<file path="src/rtl/phys_free_list_pkg.sv">
// Shared rename-stage definitions for the physical register free list.
// Holds the register-file sizing constants, the tag type and a small
// population-count helper used for pointer arithmetic.
package phys_free_list_pkg;

  localparam int PRF_ENTRIES = 64;
  localparam int ARCH_REGS   = 32;
  localparam int TAG_W       = $clog2(PRF_ENTRIES);
  localparam int FL_DEPTH    = PRF_ENTRIES - ARCH_REGS;
  localparam int FL_IDX_W    = $clog2(FL_DEPTH);
  // One extra pointer bit acts as the wrap flag so full and empty differ.
  localparam int PTR_W       = FL_IDX_W + 1;

  typedef logic [TAG_W-1:0] preg_t;
  typedef logic [PTR_W-1:0] ptr_t;

  // Number of set bits in a two-slot request/valid vector, pointer-wide.
  function automatic ptr_t popcnt2(input logic [1:0] v);
    return ptr_t'(v[0]) + ptr_t'(v[1]);
  endfunction

endpackage

</file>
<file path="src/rtl/phys_free_list_if.sv">
// Handshake bundle between the rename/commit logic and the free list.
// master: rename+commit side (drives requests, frees, flush)
// slave : free list (returns ready, tags and the speculative free count)
interface phys_free_list_if;
  import phys_free_list_pkg::*;

  logic [1:0] alloc_req_i;
  logic       alloc_ready_o;
  preg_t      alloc0_preg_o;
  preg_t      alloc1_preg_o;
  logic [1:0] commit_alloc_i;
  logic [1:0] free_we_i;
  preg_t      free0_preg_i;
  preg_t      free1_preg_i;
  logic       flush_i;
  ptr_t       free_count_o;

  modport master (
    output alloc_req_i, commit_alloc_i, free_we_i, free0_preg_i, free1_preg_i, flush_i,
    input  alloc_ready_o, alloc0_preg_o, alloc1_preg_o, free_count_o
  );

  modport slave (
    input  alloc_req_i, commit_alloc_i, free_we_i, free0_preg_i, free1_preg_i, flush_i,
    output alloc_ready_o, alloc0_preg_o, alloc1_preg_o, free_count_o
  );

endinterface

</file>
<file path="src/rtl/phys_free_list_fl_ram.sv">
// Free-list storage: FL_DEPTH x TAG_W memory with two asynchronous read
// ports and two write ports. Reset reloads entry i with tag ARCH_REGS+i.
// Ports: clk, rst (sync, active high), rd0/rd1 index+data,
//        we0/wa0/wd0 and we1/wa1/wd1 write ports (port 1 wins on collision).
module phys_free_list_fl_ram
  import phys_free_list_pkg::*;
(
  input  logic                clk,
  input  logic                rst,
  input  logic [FL_IDX_W-1:0] rd0_idx,
  input  logic [FL_IDX_W-1:0] rd1_idx,
  output preg_t               rd0_data,
  output preg_t               rd1_data,
  input  logic                we0,
  input  logic [FL_IDX_W-1:0] wa0,
  input  preg_t               wd0,
  input  logic                we1,
  input  logic [FL_IDX_W-1:0] wa1,
  input  preg_t               wd1
);

  preg_t mem [FL_DEPTH];

  assign rd0_data = mem[rd0_idx];
  assign rd1_data = mem[rd1_idx];

  // Reset restores the full initial list; otherwise apply the free writes.
  always_ff @(posedge clk) begin
    if (rst) begin
      for (int i = 0; i < FL_DEPTH; i++) begin
        mem[i] <= preg_t'(ARCH_REGS + i);
      end
    end else begin
      if (we0) begin
        mem[wa0] <= wd0;
      end
      if (we1) begin
        mem[wa1] <= wd1;
      end
    end
  end

endmodule

</file>
<file path="src/rtl/phys_free_list.sv">
// Circular free list of physical register tags for the rename stage.
// Hands out up to two tags per cycle with zero latency, takes back up to
// two released tags per cycle at the tail, and on flush rewinds the
// speculative head to the committed head.
// Ports: cpu_clk_i, cpu_rst_i (sync, active high), fl_if (slave modport).
module phys_free_list
  import phys_free_list_pkg::*;
(
  input  logic             cpu_clk_i,
  input  logic             cpu_rst_i,
  phys_free_list_if.slave  fl_if
);

  ptr_t head_r;
  ptr_t tail_r;
  ptr_t chead_r;

  ptr_t                count_s;
  ptr_t                need_s;
  logic                ready_s;
  logic                fire_s;
  logic [FL_IDX_W-1:0] head_idx_p1_s;
  logic [FL_IDX_W-1:0] tail_idx_p1_s;
  logic [FL_IDX_W-1:0] rd1_idx_s;
  logic [FL_IDX_W-1:0] wa1_s;

  // Ready and tags depend only on registered state, so same-cycle frees
  // never feed same-cycle allocations.
  always_comb begin
    count_s       = tail_r - head_r;
    need_s        = popcnt2(fl_if.alloc_req_i);
    ready_s       = (count_s >= need_s);
    fire_s        = (|fl_if.alloc_req_i) & ready_s & ~fl_if.flush_i;
    head_idx_p1_s = head_r[FL_IDX_W-1:0] + FL_IDX_W'(1);
    tail_idx_p1_s = tail_r[FL_IDX_W-1:0] + FL_IDX_W'(1);
    // A lone slot1 request takes the head entry rather than head+1.
    if (fl_if.alloc_req_i[0]) begin
      rd1_idx_s = head_idx_p1_s;
    end else begin
      rd1_idx_s = head_r[FL_IDX_W-1:0];
    end
    // A lone port-1 free lands at the tail itself.
    if (fl_if.free_we_i[0]) begin
      wa1_s = tail_idx_p1_s;
    end else begin
      wa1_s = tail_r[FL_IDX_W-1:0];
    end
  end

  assign fl_if.alloc_ready_o = ready_s;
  assign fl_if.free_count_o  = count_s;

  phys_free_list_fl_ram u_fl_ram (
    .clk      (cpu_clk_i),
    .rst      (cpu_rst_i),
    .rd0_idx  (head_r[FL_IDX_W-1:0]),
    .rd1_idx  (rd1_idx_s),
    .rd0_data (fl_if.alloc0_preg_o),
    .rd1_data (fl_if.alloc1_preg_o),
    .we0      (fl_if.free_we_i[0]),
    .wa0      (tail_r[FL_IDX_W-1:0]),
    .wd0      (fl_if.free0_preg_i),
    .we1      (fl_if.free_we_i[1]),
    .wa1      (wa1_s),
    .wd1      (fl_if.free1_preg_i)
  );

  // Pointer update: reset over flush over allocation; frees and commits
  // proceed independently of allocation.
  always_ff @(posedge cpu_clk_i) begin
    if (cpu_rst_i) begin
      head_r  <= ptr_t'(0);
      chead_r <= ptr_t'(0);
      tail_r  <= ptr_t'(FL_DEPTH);
    end else begin
      tail_r  <= tail_r + popcnt2(fl_if.free_we_i);
      chead_r <= chead_r + ptr_t'(fl_if.commit_alloc_i);
      if (fl_if.flush_i) begin
        // Commits retiring in the flush cycle still count as committed.
        head_r <= chead_r + ptr_t'(fl_if.commit_alloc_i);
      end else if (fire_s) begin
        head_r <= head_r + need_s;
      end else begin
        head_r <= head_r;
      end
    end
  end

  phys_free_list_chk u_chk (
    .clk          (cpu_clk_i),
    .rst          (cpu_rst_i),
    .head         (head_r),
    .chead        (chead_r),
    .count        (count_s),
    .free_we      (fl_if.free_we_i),
    .commit_alloc (fl_if.commit_alloc_i)
  );

endmodule

// Simulation-only invariant checker for the free list pointers.
// Ports: clk, rst, head/chead pointers, speculative count, free valids,
// commit count.
module phys_free_list_chk
  import phys_free_list_pkg::*;
(
  input logic       clk,
  input logic       rst,
  input ptr_t       head,
  input ptr_t       chead,
  input ptr_t       count,
  input logic [1:0] free_we,
  input logic [1:0] commit_alloc
);

  a_count_max: assert property (@(posedge clk) disable iff (rst)
    count <= ptr_t'(FL_DEPTH))
    else $error("free list count above depth");

  a_free_room: assert property (@(posedge clk) disable iff (rst)
    ({1'b0, count} + {1'b0, popcnt2(free_we)}) <= (PTR_W+1)'(FL_DEPTH))
    else $error("free list overfilled by frees");

  a_chead_order: assert property (@(posedge clk) disable iff (rst)
    ptr_t'(head - chead) <= ptr_t'(FL_DEPTH))
    else $error("committed head passed speculative head");

  a_commit_range: assert property (@(posedge clk) disable iff (rst)
    commit_alloc != 2'd3)
    else $error("commit count of three");

endmodule

</file>
<file path="src/flat_wrapper.sv">
// flat-port wrapper written by rule: the top's interface ports become plain ports
module phys_free_list_flat import phys_free_list_pkg::*;
  (cpu_clk_i, cpu_rst_i, fl_if_alloc_req_i, fl_if_commit_alloc_i, fl_if_free_we_i, fl_if_free0_preg_i, fl_if_free1_preg_i, fl_if_flush_i, fl_if_alloc_ready_o, fl_if_alloc0_preg_o, fl_if_alloc1_preg_o, fl_if_free_count_o);
  phys_free_list_if fl_if_i ();
  input  logic cpu_clk_i;
  input  logic cpu_rst_i;
  input wire logic [$bits(fl_if_i.alloc_req_i)-1:0] fl_if_alloc_req_i;
  input wire logic [$bits(fl_if_i.commit_alloc_i)-1:0] fl_if_commit_alloc_i;
  input wire logic [$bits(fl_if_i.free_we_i)-1:0] fl_if_free_we_i;
  input wire logic [$bits(fl_if_i.free0_preg_i)-1:0] fl_if_free0_preg_i;
  input wire logic [$bits(fl_if_i.free1_preg_i)-1:0] fl_if_free1_preg_i;
  input wire logic [$bits(fl_if_i.flush_i)-1:0] fl_if_flush_i;
  output wire logic [$bits(fl_if_i.alloc_ready_o)-1:0] fl_if_alloc_ready_o;
  output wire logic [$bits(fl_if_i.alloc0_preg_o)-1:0] fl_if_alloc0_preg_o;
  output wire logic [$bits(fl_if_i.alloc1_preg_o)-1:0] fl_if_alloc1_preg_o;
  output wire logic [$bits(fl_if_i.free_count_o)-1:0] fl_if_free_count_o;
  assign fl_if_i.alloc_req_i = fl_if_alloc_req_i;
  assign fl_if_i.commit_alloc_i = fl_if_commit_alloc_i;
  assign fl_if_i.free_we_i = fl_if_free_we_i;
  assign fl_if_i.free0_preg_i = fl_if_free0_preg_i;
  assign fl_if_i.free1_preg_i = fl_if_free1_preg_i;
  assign fl_if_i.flush_i = fl_if_flush_i;
  assign fl_if_alloc_ready_o = fl_if_i.alloc_ready_o;
  assign fl_if_alloc0_preg_o = fl_if_i.alloc0_preg_o;
  assign fl_if_alloc1_preg_o = fl_if_i.alloc1_preg_o;
  assign fl_if_free_count_o = fl_if_i.free_count_o;
  phys_free_list u_core (.cpu_clk_i(cpu_clk_i), .cpu_rst_i(cpu_rst_i), .fl_if(fl_if_i));
endmodule
</file>
<file path="config.mk">
export PLATFORM = sky130hd
export DESIGN_NAME = phys_free_list_flat
export DESIGN_NICKNAME = d
export VERILOG_FILES = /design/src/rtl/phys_free_list_pkg.sv /design/src/rtl/phys_free_list_if.sv /design/src/rtl/phys_free_list_fl_ram.sv /design/src/rtl/phys_free_list.sv /design/src/flat_wrapper.sv
export SDC_FILE = /design/constraint.sdc
export NUM_CORES = 1
export LEC_CHECK = 0
export ABC_AREA = 1
export ABC_CLOCK_PERIOD_IN_PS = 3400
export BUFFER_PORTS_ARGS = -buffer_cell sky130_fd_sc_hd__buf_2
export CAP_MARGIN = 20
export CORE_UTILIZATION = 64
export CTS_CLUSTER_DIAMETER = 40
export DETAILED_ROUTE_END_ITERATION = 10
export GPL_TIMING_DRIVEN = 0
export PLACE_DENSITY = 0.85
export SETUP_SLACK_MARGIN = 0.3
export SYNTH_ARGS = -nofsm -noshare
export SYNTH_HDL_FRONTEND = slang
export SYNTH_SLANG_ARGS = --single-unit
</file>
<file path="constraint.sdc">
create_clock -name cpu_clk_i -period 3.4 [get_ports cpu_clk_i]
set_clock_uncertainty 0.1 [all_clocks]
set_input_delay 0.68 -clock cpu_clk_i [delete_from_list [all_inputs] [get_ports cpu_clk_i]]
set_output_delay 0.68 -clock cpu_clk_i [all_outputs]
set_load 0.01 [all_outputs]
</file>
==> out/metrics.cfg, run 1 <==
[floorplanning]
initial_core_util_pct=65.9
die_x_um=150
io_pins=40
fp.dieH_um=150
num_rows=53

[yosys]
synth-seq-cells=215
synth_flop_cell=edfxtp_1
synth-edff-count=192
yosysTopAreaCellShare_pct=41.2
avgSynthCellArea_um2=7.84
ys_warn_count=0
synth_commonest_cells=o21ai_0, nor2_1, nand3_1
yosys.area.top_type=edfxtp_1
synth_most_common_cell=o21ai_0
synth_fp_nets=1831
synth.area.top_cells=edfxtp_1, o21ai_0, nand3_1, nor2_1, inv_1
ys_seq_area_share_pct=44.5
synthArstFlopShare_pct=0
synthesis.area_mm2=0.0140
syn_inst=1785
synth_cell_types=39

[place]
routabilityCongestion=1.18
placed_cells=2094
preCtsSetupSlack_ns=-0.581
port-buffer-count=33
dp_hpwl_mm=47.0

[global_route]
grt_start_max_net_pins=15
grt_usage_pct=73.1
overflow=5

[timing]
worst_endpoint=fl_if_alloc1_preg_o[1]
worstEndpointType=primary output

[clocking]
postCtsHoldBufs=0
htree_levels=1
root_buffer=clkbuf_16
cts_made_buffers=29
cts_buffer_depth=3
cts.sinks=215

[outcome]
status=stopped before the end
error_line=[ERROR GRT-0232] Routing congestion too high. Check the congestion heatmap in the GUI.
stop_stage=5_1_grt

==> metal layers <==
layer	GRT overflow	GRT usage (%)
met2	1	87.1
met3	0	59.5
met5	0	37.0
met1	0	77.5
met4	4	62.4
==> per-stage QoR <==
| stage | area, µm² | utilization [%] | TNS, ns |
|---|---|---|---|
| floorplan | 14000 | - | 0 |
| global placement | 14500 | 68.3 | -4.55 |
| detailed placement | 14500 | 68.4 | -3.20 |
| CTS | 16300 | 76.7 | 0 |
==> kinds of logic after synthesis <==
logic type | synth area share (%)
AOI/OAI and AO/OA | 24.4
and+or+nand+nor | 18.2
buffers and inverters | 9.30
DFF | 44.5
adders and majority gates | 2.45
xor gates and xnor gates | 1.17
==> timing repair <==
action                     4_1_cts
gates cloned                     2
setup buffers                   16
setup endpoints to repair       84
hold endpoints to repair         0
gates resized for setup        212
pin swaps                       32
==> run 2, diff against run 1 <==
--- a/config.mk
+++ b/config.mk
@@ -9,12 +9,10 @@
 export ABC_CLOCK_PERIOD_IN_PS = 3400
 export BUFFER_PORTS_ARGS = -buffer_cell sky130_fd_sc_hd__buf_2
 export CAP_MARGIN = 20
-export CORE_UTILIZATION = 64
-export CTS_CLUSTER_DIAMETER = 40
+export CORE_UTILIZATION = 40
 export DETAILED_ROUTE_END_ITERATION = 10
 export GPL_TIMING_DRIVEN = 0
-export PLACE_DENSITY = 0.85
-export SETUP_SLACK_MARGIN = 0.3
+export PLACE_DENSITY_LB_ADDON = 0.15
 export SYNTH_ARGS = -nofsm -noshare
 export SYNTH_HDL_FRONTEND = slang
 export SYNTH_SLANG_ARGS = --single-unit
==> out/metrics.cfg, run 2 <==
[outcome]
status=complete, but fails checks
violations=negative setup slack

[yosys]
synthesis.area_mm2=0.0140  ; unchanged
synth.area.top_cells=edfxtp_1, o21ai_0, nand3_1, nor2_1, inv_1
synth-edff-count=192  ; unchanged
synth_most_common_cell=o21ai_0
avgSynthCellArea_um2=7.84  ; unchanged
yosys.area.top_type=edfxtp_1
synth_cell_types=39  ; unchanged
ys_warn_count=0  ; unchanged
synthArstFlopShare_pct=0  ; unchanged
synth_commonest_cells=o21ai_0, nor2_1, nand3_1
syn_inst=1785  ; unchanged
ys_seq_area_share_pct=44.5  ; unchanged
synth_fp_nets=1831  ; unchanged
yosysTopAreaCellShare_pct=41.2  ; unchanged
synth-seq-cells=215  ; unchanged
synth_flop_cell=edfxtp_1

[place]
placed_cells=2275  ; +8.6%
port-buffer-count=33  ; unchanged
dp_hpwl_mm=52.2  ; +11%
preCtsSetupSlack_ns=-1.04  ; -0.456 ns
routabilityCongestion=1.06  ; -10%

[clocking]
cts_buffer_depth=3  ; unchanged
postCtsHoldBufs=0  ; unchanged
cts_made_buffers=27  ; -6.9%
cts.sinks=215  ; unchanged
cts_tree=done
clk_pin_slew_ns=0.06
htree_levels=1  ; unchanged
root_buffer=clkbuf_16
insertion_delay_ns=0.56

[floorplanning]
initial_core_util_pct=40.6  ; -25 points
core-area_mm2=0.0345
io_pins=40  ; unchanged
die_x_um=189  ; +26%
num_rows=68  ; +28%
die_area_mm2=0.0357
fp.dieH_um=189  ; +26%

[final_layout]
largest_reg_flops=192
seq_area_mm2=0.00624
final_nets=1918
top_register=u_core.u_fl_ram.mem
layout_commonest_cell=o21ai_0
layout-drive-gt1-share_pct=15.8
fin_cells=2346
area_growth_pct=18.2
mostFrequentLayoutCells=o21ai_0, nor2_1, edfxtp_1
multi_input_area_mm2=0.00674
fillers=3439

[worst_setup_path]
worst-path-buf-inv=4
cp_data_required_time_ns=2.62
crit_type=flop to output port
path_max_fanout=10
cp-start-kind=flop
r2r_slack_ns=0.01
cp_slowest_cell=dfxtp_4
critPathMaxStageDelay_ns=0.36
crit_family=buffers and inverters
rr_worst_depth=8
timing.rr.start=u_core.tail_r[1]
r2r_end=u_core.u_fl_ram.mem[2][5]
end_kind=output port
arrival_ns=2.66
path_cells=ha_4 -> nand2_2 -> xor2_2 -> buf_6 -> clkinvlp_4 -> clkbuf_16 -> o211ai_1 -> nand3_1 -> nand2_1 -> nand2_1 -> nand2_2 -> buf_6

[hold_path]
holdPathStages=3
min_from=fl_if_free1_preg_i[4]
holdPathEnd=u_core.u_fl_ram.mem[25][4]
hold_class=input pin to flop

[timing]
clock.fmax_mhz=291
min_period_ns=3.44
finalHoldViolations=0
rsz0062_at_grt=true
tightestPinTransition_ns=1.25
period_share_pct=101
final-setup-viol-count=7
slew_violations=0
fin_ws_ns=-0.0405
max_slew_margin_pct=16.4

[detailed_routing]
drtIter0Drc=2616
antenna_left=0
vias=15000
dr.pass1.iters=6
wl_per_cell_um=31.0
routed_via_density=6.38
drc=0
wirelength_mm=72.6

[global_route]
grt_antenna_before_repair=2
grt_pass1_vias=13700
grt_usage_pct=40.3
grt_pass1_wl_mm=100
grt_start_max_net_pins=14
overflow=0

[run]
maxCapViolCount=0

[pwr]
power_per_cell_area_mw_per_mm2=549
p_total_w=0.00908
p_leak_nw=5.90
peakVddDrop_v=0.000325

[run 2: metal layers]
| metal | share of wire, % | GRT usage (%) | wire [µm] |
|---|---|---|---|
| met5 | 0.014 | 0 | 10 |
| met4 | 7.4 | 25.1 | 5350 |
| met3 | 13 | 8.03 | 9450 |
| met2 | 42 | 60.3 | 30400 |
| met1 | 38 | 53.4 | 27400 |
[run 2: cells by family after synthesis]
group | Yosys count | share of synthesized area [%]
AO/OA/AOI/OAI | 625 | 24.4
XOR/XNOR | 14 | 1.17
adder cells (fa/ha/maj) | 25 | 2.45
buffers and inverters | 325 | 9.30
flip-flops | 215 | 44.5
AND/OR/NAND/NOR | 581 | 18.2
[run 2: timing repair]
| item | CTS | global route |
|---|---|---|
| gates cloned | 2 | 0 |
| endpoints found under the hold margin | 0 | 0 |
| setup endpoints to repair | 25 | 92 |
| resized for setup | 185 | 98 |
| pin swaps | 20 | 38 |
| setup buffers | 14 | 12 |
[run 2: stage by stage]
stage | util [%] | hold slack [ns] | cell area [µm²] | setup TNS (ns)
floorplan | - | 0.393 | 14000 | 0
global placement | 42.7 | 0.435 | 14700 | -28.08
detailed placement | 42.8 | 0.443 | 14800 | -8.89
CTS | 47.2 | 0.336 | 16300 | -0.0553
global route | 48.0 | 0.346 | 16500 | -0.529
finish | 48.0 | 0.345 | 16500 | -0.155
[run 2: worst max-delay path by stage]
stage,cells after the start,from,to
global placement,13,fl_if_alloc_req_i[0],fl_if_alloc1_preg_o[5]
CTS,12,u_core.head_r[1],fl_if_alloc1_preg_o[1]
detailed placement,13,fl_if_alloc_req_i[0],fl_if_alloc1_preg_o[5]
global route,12,u_core.head_r[1],fl_if_alloc1_preg_o[1]
floorplan,11,fl_if_alloc_req_i[0],fl_if_alloc1_preg_o[2]
finish,12,u_core.head_r[0],fl_if_alloc1_preg_o[2]
[run 2: worst min-delay path: cells and delay by family]
family,cells,cell delay (ns)
AO/OA/AOI/OAI,1,0.06
buffers and inverters,2,0.16
[run 2: layout make-up]
type | count | share of cell area, %
diodes | 1 | 0.0151
plain buffers | 134 | 5.88
clock buffers | 29 | 4.13
clock inverters | 18 | 0.817
inverters | 188 | 4.39
multi-input cells | 1245 | 40.7
flip-flops and latches | 215 | 37.7
well taps | 455 | 3.44
repair buffers | 61 | 2.84
[run 2: power breakdown]
part | internal, W | switching, W
sequential | 0.00298 | 0.000103
combinational | 0.00101 | 0.00224
clock | 0.00152 | 0.00123
Power figures use the tool's default switching activity.
